[src/rtl/mesh_router_input_decode.sv]
// Input stage of one mesh router port: buffers flits in a small FIFO, computes the
// X-then-Y output direction at accept time and drops flits whose turn is not legal here.
module mesh_router_input_decode #(
  parameter int width_p        = 32,
  parameter int x_cord_width_p = 4,
  parameter int y_cord_width_p = 4,
  parameter int dims_p         = 2,
  parameter int els_p          = 2,
  parameter logic [dims_p*2:0] routing_matrix_row_p = '1
) (
  input  logic                      clk_i,
  input  logic                      reset_i,
  input  logic [x_cord_width_p-1:0] my_x_i,
  input  logic [y_cord_width_p-1:0] my_y_i,
  input  logic [width_p-1:0]        data_i,
  input  logic                      v_i,
  output logic                      ready_o,
  output logic [width_p-1:0]        data_o,
  output logic [dims_p*2:0]         dir_oh_o,
  output logic                      v_o,
  input  logic                      yumi_i,
  output logic                      error_o,
  output logic [7:0]                drop_count_o
);

  localparam int dirs_lp = dims_p*2+1;
  localparam int ptr_w_lp = (els_p > 1) ? $clog2(els_p) : 1;
  localparam int cnt_w_lp = $clog2(els_p+1);

  logic [width_p-1:0]  data_mem_q [els_p];
  logic [dirs_lp-1:0]  dir_mem_q  [els_p];
  logic [ptr_w_lp-1:0] rptr_q, rptr_d, wptr_q, wptr_d;
  logic [cnt_w_lp-1:0] cnt_q, cnt_d;
  logic                error_q, error_d;
  logic [7:0]          drops_q, drops_d;

  logic [x_cord_width_p-1:0] dest_x;
  logic [y_cord_width_p-1:0] dest_y;
  logic [4:0]                route_oh5;
  logic [dirs_lp-1:0]        route_oh;
  logic                      full, accept, legal, enq, deq;

  assign dest_x = data_i[x_cord_width_p-1:0];
  assign dest_y = data_i[x_cord_width_p+y_cord_width_p-1:x_cord_width_p];

  // Direction is built in the full 5-bit encoding, then trimmed to the mesh's dirs.
  always_comb begin
    route_oh5 = 5'b00001;
    if (dest_x < my_x_i)                         route_oh5 = 5'b00010;
    else if (dest_x > my_x_i)                    route_oh5 = 5'b00100;
    else if ((dims_p == 2) && (dest_y < my_y_i)) route_oh5 = 5'b01000;
    else if ((dims_p == 2) && (dest_y > my_y_i)) route_oh5 = 5'b10000;
  end

  assign route_oh = route_oh5[dirs_lp-1:0];
  assign legal    = |(route_oh & routing_matrix_row_p);
  assign full     = (cnt_q == cnt_w_lp'(els_p));
  assign ready_o  = !full && !reset_i;
  assign accept   = v_i && ready_o;
  assign enq      = accept && legal;
  assign v_o      = (cnt_q != '0) && !reset_i;
  assign deq      = yumi_i && v_o;

  always_comb begin
    rptr_d  = rptr_q;
    wptr_d  = wptr_q;
    cnt_d   = cnt_q;
    error_d = error_q;
    drops_d = drops_q;
    if (enq) wptr_d = (wptr_q == ptr_w_lp'(els_p-1)) ? '0 : wptr_q + 1'b1;
    if (deq) rptr_d = (rptr_q == ptr_w_lp'(els_p-1)) ? '0 : rptr_q + 1'b1;
    if (enq && !deq)      cnt_d = cnt_q + 1'b1;
    else if (!enq && deq) cnt_d = cnt_q - 1'b1;
    if (accept && !legal) begin
      error_d = 1'b1;
      if (drops_q != 8'hFF) drops_d = drops_q + 8'd1;
    end
  end

  always_ff @(posedge clk_i) begin
    if (reset_i) begin
      rptr_q  <= '0;
      wptr_q  <= '0;
      cnt_q   <= '0;
      error_q <= 1'b0;
      drops_q <= '0;
    end else begin
      rptr_q  <= rptr_d;
      wptr_q  <= wptr_d;
      cnt_q   <= cnt_d;
      error_q <= error_d;
      drops_q <= drops_d;
    end
  end

  // Storage needs no reset: nothing is read unless the occupancy count says it is valid.
  always_ff @(posedge clk_i) begin
    if (enq) begin
      data_mem_q[wptr_q] <= data_i;
      dir_mem_q[wptr_q]  <= route_oh;
    end
  end

  assign data_o       = data_mem_q[rptr_q];
  assign dir_oh_o     = v_o ? dir_mem_q[rptr_q] : '0;
  assign error_o      = error_q && !reset_i;
  assign drop_count_o = reset_i ? 8'd0 : drops_q;

`ifndef SYNTHESIS
  always_ff @(posedge clk_i) begin
    if (!reset_i) assert (!(yumi_i && !v_o));
    assert ((dims_p == 1) || (dims_p == 2));
    assert (els_p >= 2);
  end
`endif

endmodule

[config.mk]
export PLATFORM = sky130hd
export DESIGN_NAME = mesh_router_input_decode
export DESIGN_NICKNAME = d
export VERILOG_FILES = /design/src/rtl/mesh_router_input_decode.sv
export SDC_FILE = /design/constraint.sdc
export NUM_CORES = 1
export LEC_CHECK = 0
export CAP_MARGIN = 30
export CORE_ASPECT_RATIO = 0.9
export CORE_MARGIN = 2
export CORE_UTILIZATION = 52
export CTS_CLUSTER_DIAMETER = 60
export CTS_CLUSTER_SIZE = 8
export DETAILED_ROUTE_END_ITERATION = 10
export HOLD_SLACK_MARGIN = 0.1
export MAX_ROUTING_LAYER = met4
export PLACE_DENSITY = 0.93
export SLEW_MARGIN = 20
export SYNTH_ARGS = -nofsm -noshare
export SYNTH_HDL_FRONTEND = slang
export SYNTH_SLANG_ARGS = --single-unit
[constraint.sdc]
create_clock -name clk_i -period 5.6 [get_ports clk_i]
set_input_delay 0.56 -clock clk_i [delete_from_list [all_inputs] [get_ports clk_i]]
set_output_delay 0.56 -clock clk_i [all_outputs]
set_load 0.01 [all_outputs]
-- Word level (Yosys, flattened, before mapping)
Memory sizes are Yosys's and may differ from the RTL's. A register that Yosys moved wholly into a read port is not among the register bits.
Index checks and enable logic that the tools add are counted.
- register bits: 13
- memory bits (writable): 74
- bits of input ports: 44
- logic and storage cells: 52
- memories kept: 2
- $add $sub $neg: 5
- $lt $le $gt $ge: 4
- equality and inequality tests: 2
- multiplexer cells: 16
- reduce and logical (&&, ||, !) cells: 18
- memories (memory ; words ; bits a word ; read ports ; clocked after memory_dff ; write ports ; line ; RTL):
    data_mem_q ; 2 ; 32 ; 1 ; 1 ; 1 ; 30 ; logic [width_p-1:0] data_mem_q [els_p];
    dir_mem_q ; 2 ; 5 ; 1 ; 1 ; 1 ; 31 ; logic [dirs_lp-1:0] dir_mem_q [els_p];
- operators by type and width (kind ; number):
    2-to-1 mux 5 bit ; 5
    logical AND 1 bit ; 9
    adder 8 x 1 -> 8 bit, second input constant ; 1
    > comparator 4 bit ; 2
    less-than comparator 4 bit ; 2
    2-to-1 mux 1 bit ; 8
    2-to-1 mux 8 bit ; 1
    != test 8 bit, second input constant ; 1
    zero test 1 bit ; 5
    OR reduction 5 bit ; 1
    2-to-1 mux 2 bit ; 2
    nonzero test 2 bit ; 2
    adder 1 bit, second input constant ; 2
    adder 2 x 1 -> 2 bit, second input constant ; 1
    == test 2 bit, second input constant ; 1
    AND reduction 2 bit ; 1
    subtractor 2 x 1 -> 2 bit, second input constant ; 1

-- Longest topological paths before layout
Gate-level depths: netlist of run 1.
- word-level depth: 11
- depth in mapped cells: 7
- depth with buffers taken out: 7

-- Least setup slack after synthesis of run 1
No wires, ideal clock.
- path kind: input port to flip-flop
- start: input port reset_i
- end: memory data_mem_q[0][0], enable pin
- setup time: 0.436 ns
- arrival: 2.541 ns
- slack: 2.624 ns
- stages: 2
- cells stage by stage: nor3b_2 -> nor2b_1
- cells in the longest elaborated chain, start to end: 6
- RTL lines (element ; line ; RTL):
    start: declaration ; 12 ; input logic reset_i,
    zero test 1 bit ; 58 ; assign ready_o = !full && !reset_i;
    logical AND 1 bit ; 58 ;
    logical AND 1 bit ; 59 ; assign accept = v_i && ready_o;
    logical AND 1 bit ; 60 ; assign enq = accept && legal;
    2-to-1 mux 1 bit ; 98 ; if (enq) begin
    2-to-1 mux 1 bit (implied by the code) ; 99 ; data_mem_q[wptr_q] <= data_i;
    end: declaration ; 30 ;
No other way between the ends.

-- Final worst setup path of run 1
- start: input port reset_i
- end: output port dir_oh_o[4]
- cells in the longest elaborated chain, start to end: 3
- RTL lines (element ; line ; RTL):
    zero test 1 bit ; 61 ; assign v_o = (cnt_q != '0) && !reset_i;
    logical AND 1 bit ; 61 ;
    2-to-1 mux 5 bit ; 105 ; assign dir_oh_o = v_o ? dir_mem_q[rptr_q] : '0;
    end: declaration ; 19 ; output logic [dims_p*2:0] dir_oh_o,
No other way between the ends.

==> results of run 1 <==
final timing paths:
kind / slack [ns] / to / start / cells past startpoint
hold reg to reg: 0.46 / flip-flop / rptr_q / 1
setup reg to reg: 3.57 / data_mem_q[1][13] / cnt_q[0] / 3
hold / removal: 0.46 / flip-flop / rptr_q / 1
setup / recovery: 2.48 / dir_oh_o[4] / reset_i / 4
cells in the final DEF (no fill, tap or decap):
cell type,n
clkbuf_1,2
and2_2,1
xor2_1,2
and2_1,1
inv_2,1
nor2b_4,1
o21bai_1,1
buf_16,1
mux2_2,32
nand2b_1,2
clkdlybuf4s50_1,91
mux2i_1,8
dfxtp_2,1
clkinv_4,1
or3_1,1
a211oi_1,1
a2111oi_2,1
a21oi_1,4
nor2_1,8
o211ai_1,1
ha_1,9
o41ai_2,1
nor2b_1,21
nand2_2,1
o21bai_2,1
nand2_1,2
clkbuf_8,9
nor3b_2,1
clkinvlp_4,1
o21ai_0,1
dfxtp_1,13
inv_1,9
and4_1,1
edfxtp_1,74
clkinv_2,1
and3b_1,1
bufinv_16,2
sequential cells by signal, indices dropped and copies added (netlist names), named ones only:
name	cells
rptr_q	1
wptr_q	1
dir_mem_q	10
cnt_q	2
error_q	1
data_mem_q	64
drops_q	8
metrics by stage:
step           total power [uW]  hold slack, ns  instance area [um^2]  worst slack [ns]   util
2_1_floorplan               930           0.430                  3480              2.62      -
3_3_place_gp               1060           0.447                  4480              2.46  0.687
3_5_place_dp               1080           0.442                  4500              2.49  0.691
4_1_cts                    1530           0.464                  4720              2.49  0.724
5_1_grt                    1570           0.480                  4720              2.33  0.724
6_report                   1520           0.463                  4720              2.48  0.724
worst max-delay path: stages:
cell and delay [ns]:
clkdlybuf4s50_1 0.81, o21bai_2 0.46, nor2_1 0.16, clkdlybuf4s50_1 0.57
layer usage:
layer  global-route usage  part of all wire  vias up
li1                     -                 -      958
met1                0.192              0.42      971
met2                0.334              0.53       64
met3               0.0321             0.039        6
met4               0.0692             0.012        0
met5                    -                 0        -
power groups by stage:
stage | combinational [uW] | sequential (uW) | clock (uW)
finish | 273 | 789 | 455
global route | 292 | 795 | 486
CTS | 276 | 791 | 464
detailed placement | 274 | 806 | 0
global placement | 261 | 803 | 0
floorplan | 150 | 780 | 0
final cells by class:
| type | count | area (um^2) | area share |
|---|---|---|---|
| clock buffers | 11 | 131 | 0.0279 |
| multi-input cells | 103 | 912 | 0.193 |
| well taps | 90 | 113 | 0.0239 |
| repair buffers | 92 | 938 | 0.199 |
| inverters | 10 | 37.5 | 0.00796 |
| flip-flops and latches | 88 | 2500 | 0.531 |
| clock inverters | 5 | 81.3 | 0.0172 |
logic make-up after synthesis:
group                      share of synthesized area
AOI/OAI and AO/OA                             0.0259
xor gates and xnor gates                     0.00504
adders and majority gates                     0.0324
buffers and inverters                         0.0209
DFF                                            0.719
muxes                                          0.127
and+or+nand+nor                               0.0698
==> flow_summary.yaml, run 1 <==
timing:
  setup_tns_ns: 0
  skew_ns: 0.00560
  fin_crit_sh: 0.558
  rsz0062_at_grt: "false"
  tightest_slew_ns: 0.929
  relSlewSlack: 0.381
  setup_viol: 0
  final-max-slew-violation-count: 0
  hold_viol: 0
  fmax_mhz: 320
  fin_crit_ns: 3.12
clock_tree:
  post_cts_buffers: 0
  clk_pin_slew_ns: 0.08
  holdBufCountCts: 0
  cts_buffers: 9
  cts_tree: "done"
  clkSinkCount: 88
  post_cts_resized: 0
  htree_levels: 3
  clk_path_buf_depth: 2
  clock-root-buffer: "clkbuf_8"
  clkLatencyLatePin_ns: 0.33
worst_setup_path:
  crit_required_ns: 5.04
  worst-path-max-fanout: 25
  crit_type: "in2out"
  end_kind: "output port"
  critical_path_arrival_ns: 2.56
  critPathLaunchType: "primary input"
placed_design:
  dpl.hpwl_mm: 4.41
  dp_cells: 383
  port_buffers: 91
  gp_congestion: 0.766
power:
  power.switching_uw: 345
  p_leak_uw: 0.00166
  power_density_nw_per_um2: 322
  internal_power_uw: 1170
  p_seq_frac: 0.520
  switching_share: 0.228
  ir_worst_vdd_mv: 0.168
  combPwrFrac: 0.180
  power.share.clock: 0.300
global_routing:
  grt_pass1_vias: 1977
  antenna_found_initial: 0
  grt_max_degree: 38
  grt.overflow.total: 0
  grt_use_total: 0.178
  grt_pass1_wl_mm: 9.52
floorplanning:
  core-area_um2: 6520
  die_y_um: 81.6
  start_util: 0.534
  dieArea_um2: 7360
  io_pins: 92
  die_w_um: 90.2
  num_rows: 28
detailed_routing:
  wl_per_cell_um: 15.8
  postRouteAntennaNets: 0
  drtIter0Drc: 76
  firstDrtPassIters: 4
  routed_wl_mm: 6.29
  vias: 1999
  route.detailed.drc: 0
  viasPerCell: 5.01
synth:
  synth-main-ff-cell: "edfxtp_1"
  synth_area_um2: 3480
  yosysUniqueCellTypes: 29
  syn-num-nets: 260
  synth-seq-cells: 88
  synth_common_cells: "edfxtp_1 (74), mux2_2 (32), nor2b_1 (22)"
  yosysMostFrequentCell: "edfxtp_1"
  async_flop_share: 0
  synth_area_leaders: "edfxtp_1 (64%), mux2_2 (10%), dfxtp_1 (8.1%)"
  syn_area_per_cell_um2: 16.8
  synth-seq-area-share: 0.719
  yosysWarnings: 0
  synthCells: 207
  yosys.area.top_type: "edfxtp_1"
  synth_top_cell_area_share: 0.639
  synth_edf_count: 74
cells_and_area:
  area_delta_synth_final_pct: 35.6
  fillCellCount: 441
  fin_cells: 399
  antenna_cells: 0
  layout-drive-gt1-share: 0.181
  nets: 357
worst_hold_path:
  hold_class: "reg2reg"
run_status:
  status: "complete, no violations"
run:
  cap_violations: 0
(Power assumes the default switching activity.)
==> run 2: changes to the inputs <==
--- a/config.mk
+++ b/config.mk
@@ -8,13 +8,13 @@
 export CAP_MARGIN = 30
 export CORE_ASPECT_RATIO = 0.9
 export CORE_MARGIN = 2
-export CORE_UTILIZATION = 52
+export CORE_UTILIZATION = 43
 export CTS_CLUSTER_DIAMETER = 60
 export CTS_CLUSTER_SIZE = 8
 export DETAILED_ROUTE_END_ITERATION = 10
 export HOLD_SLACK_MARGIN = 0.1
 export MAX_ROUTING_LAYER = met4
-export PLACE_DENSITY = 0.93
+export PLACE_DENSITY = 0.83
 export SLEW_MARGIN = 20
 export SYNTH_ARGS = -nofsm -noshare
 export SYNTH_HDL_FRONTEND = slang
==> constraint.sdc (replaced) <==
create_clock -name clk_i -period 2.72 [get_ports clk_i]
set_input_delay 0.272 -clock clk_i [delete_from_list [all_inputs] [get_ports clk_i]]
set_output_delay 0.272 -clock clk_i [all_outputs]
set_load 0.01 [all_outputs]
==> run 2 against run 1 <==
Effect of this change:
- non-clock buffer count increased by 3
- global-route usage decreased by 4.2 points
- via count decreased by 1.3%
- wire length decreased by 6.8%
- hold slack improved by 0.00066 ns
- die area increased by 20%
- setup slack got worse by 2.0 ns
- clock skew increased by 0.0043 ns
- sequential cell count unchanged
- clock power increased by 75%
- total power increased by 96%
- first-iteration DRC count decreased by 33%
- critical path type is now reg2out
- critical endpoint is now data_o[11]
==> flow_summary.yaml, run 2 (same netlist as run 1, synthesis figures left out) <==
floorplanning:
  num_rows: 31
  start_util: 0.437
  dieArea_um2: 8830
  die_w_um: 98.8
  core-area_um2: 7950
  io_pins: 92
  die_y_um: 89.3
clock_tree:
  holdBufCountCts: 0
  post_cts_buffers: 0
  clock-root-buffer: "clkbuf_8"
  clk_pin_slew_ns: 0.08
  clkSinkCount: 88
  clkLatencyLatePin_ns: 0.35
  cts_tree: "done"
  post_cts_resized: 0
  htree_levels: 3
  clk_path_buf_depth: 2
  cts_buffers: 9
timing:
  tightest_slew_ns: 0.516
  fin_crit_sh: 0.832
  setup_tns_ns: 0
  final-max-slew-violation-count: 0
  hold_viol: 0
  fmax_mhz: 442
  relSlewSlack: 0.656
  skew_ns: 0.00986
  setup_viol: 0
  rsz0062_at_grt: "false"
  fin_crit_ns: 2.26
global_routing:
  grt.overflow.total: 0
  grt_max_degree: 38
  grt_pass1_wl_mm: 8.89
  grt_pass1_vias: 1878
  grt_use_total: 0.136
  antenna_found_initial: 0
cells_and_area:
  largest_reg_flops: 64
  antenna_cells: 0
  nets: 360
  layout_common_cells: "clkdlybuf4s50_1 (91), edfxtp_1 (74), mux2_2 (32)"
  area_delta_synth_final_pct: 35.5
  final_common_cell: "clkdlybuf4s50_1"
  top_regs: "data_mem_q x64, dir_mem_q x10, drops_q x8"
  fin_cells: 411
  largest-register: "data_mem_q"
  layout-drive-gt1-share: 0.189
worst_setup_path:
  path_cells: "buf_4 -> mux2_2 -> clkdlybuf4s50_1"
  critical_path_arrival_ns: 1.99
  crit_required_ns: 2.45
  critPathLaunchType: "flip-flop"
  critical_path_buf_inv_count: 2
  cpMaxStageDelayCell: "clkdlybuf4s50_1"
  end_kind: "output port"
  crit_type: "reg2out"
  worst_path_dominant_cell_family: "buffers and inverters"
  slowest_delay_ns: 0.49
  worst-path-max-fanout: 37
placed_design:
  port_buffers: 91
  dpl.hpwl_mm: 3.93
  gp_congestion: 0.710
  dp_cells: 395
detailed_routing:
  route.detailed.drc: 0
  drtIter0Drc: 51
  postRouteAntennaNets: 0
  routed_wl_mm: 5.87
  viasPerCell: 4.80
  vias: 1973
  firstDrtPassIters: 4
  wl_per_cell_um: 14.3
power:
  p_leak_uw: 0.00165
  power_density_nw_per_um2: 631
  ir_worst_vdd_mv: 0.352
run_status:
  status: "complete, no violations"
run:
  cap_violations: 0
worst_hold_path:
  hold_class: "reg2reg"
-- run 2: per-stage QoR --
stage	area [um^2]	setup WS (ns)	total power, uW	utilization	hold slack, ns
final	4710	0.456	2970	0.593	0.464
after global routing	4710	0.347	3110	0.593	0.487
after floorplan	3480	0.535	1910	-	0.344
after global placement	4540	0.669	2200	0.571	0.444
after detailed placement	4540	0.576	2220	0.571	0.454
after CTS	4710	0.407	3020	0.593	0.467
-- run 2: cell type report --
type	count	area [um^2]
Fill cell	628	3240
Sequential cell	88	2500
Timing Repair Buffer	95	966
Multi-Input combinational cell	103	912
Clock buffer	10	128
Tap cell	99	124
Clock inverter	6	43.8
Inverter	10	37.5
-- run 2: final timing paths --
path	from	end	slack, ns	cells after the start
max	flip-flop	data_o[11]	0.46	3
min reg2reg	rptr_q	flip-flop	0.46	1
min	rptr_q	flip-flop	0.46	1
max reg2reg	cnt_q[0]	cnt_q[1]	1.01	5
-- run 2: worst reg2reg max path, cell delays in order (launching register included) --
cell	delay (ns)
dfxtp_1	0.42
nor2b_1	0.10
nor3b_2	0.30
ha_1	0.32
or3_1	0.35
a21oi_1	0.15
-- run 2: per-layer routing --
metal,GRT usage,routed length [um],share of wire
met4,0.0635,92,0.016
met1,0.158,2550,0.44
met2,0.229,2940,0.50
met5,-,0,0
met3,0.0297,279,0.048
-- run 2: power by group --
part,switching [uW],internal (uW)
sequential,27.4,1550
combinational,252,345
clock,460,336
total,740,2230
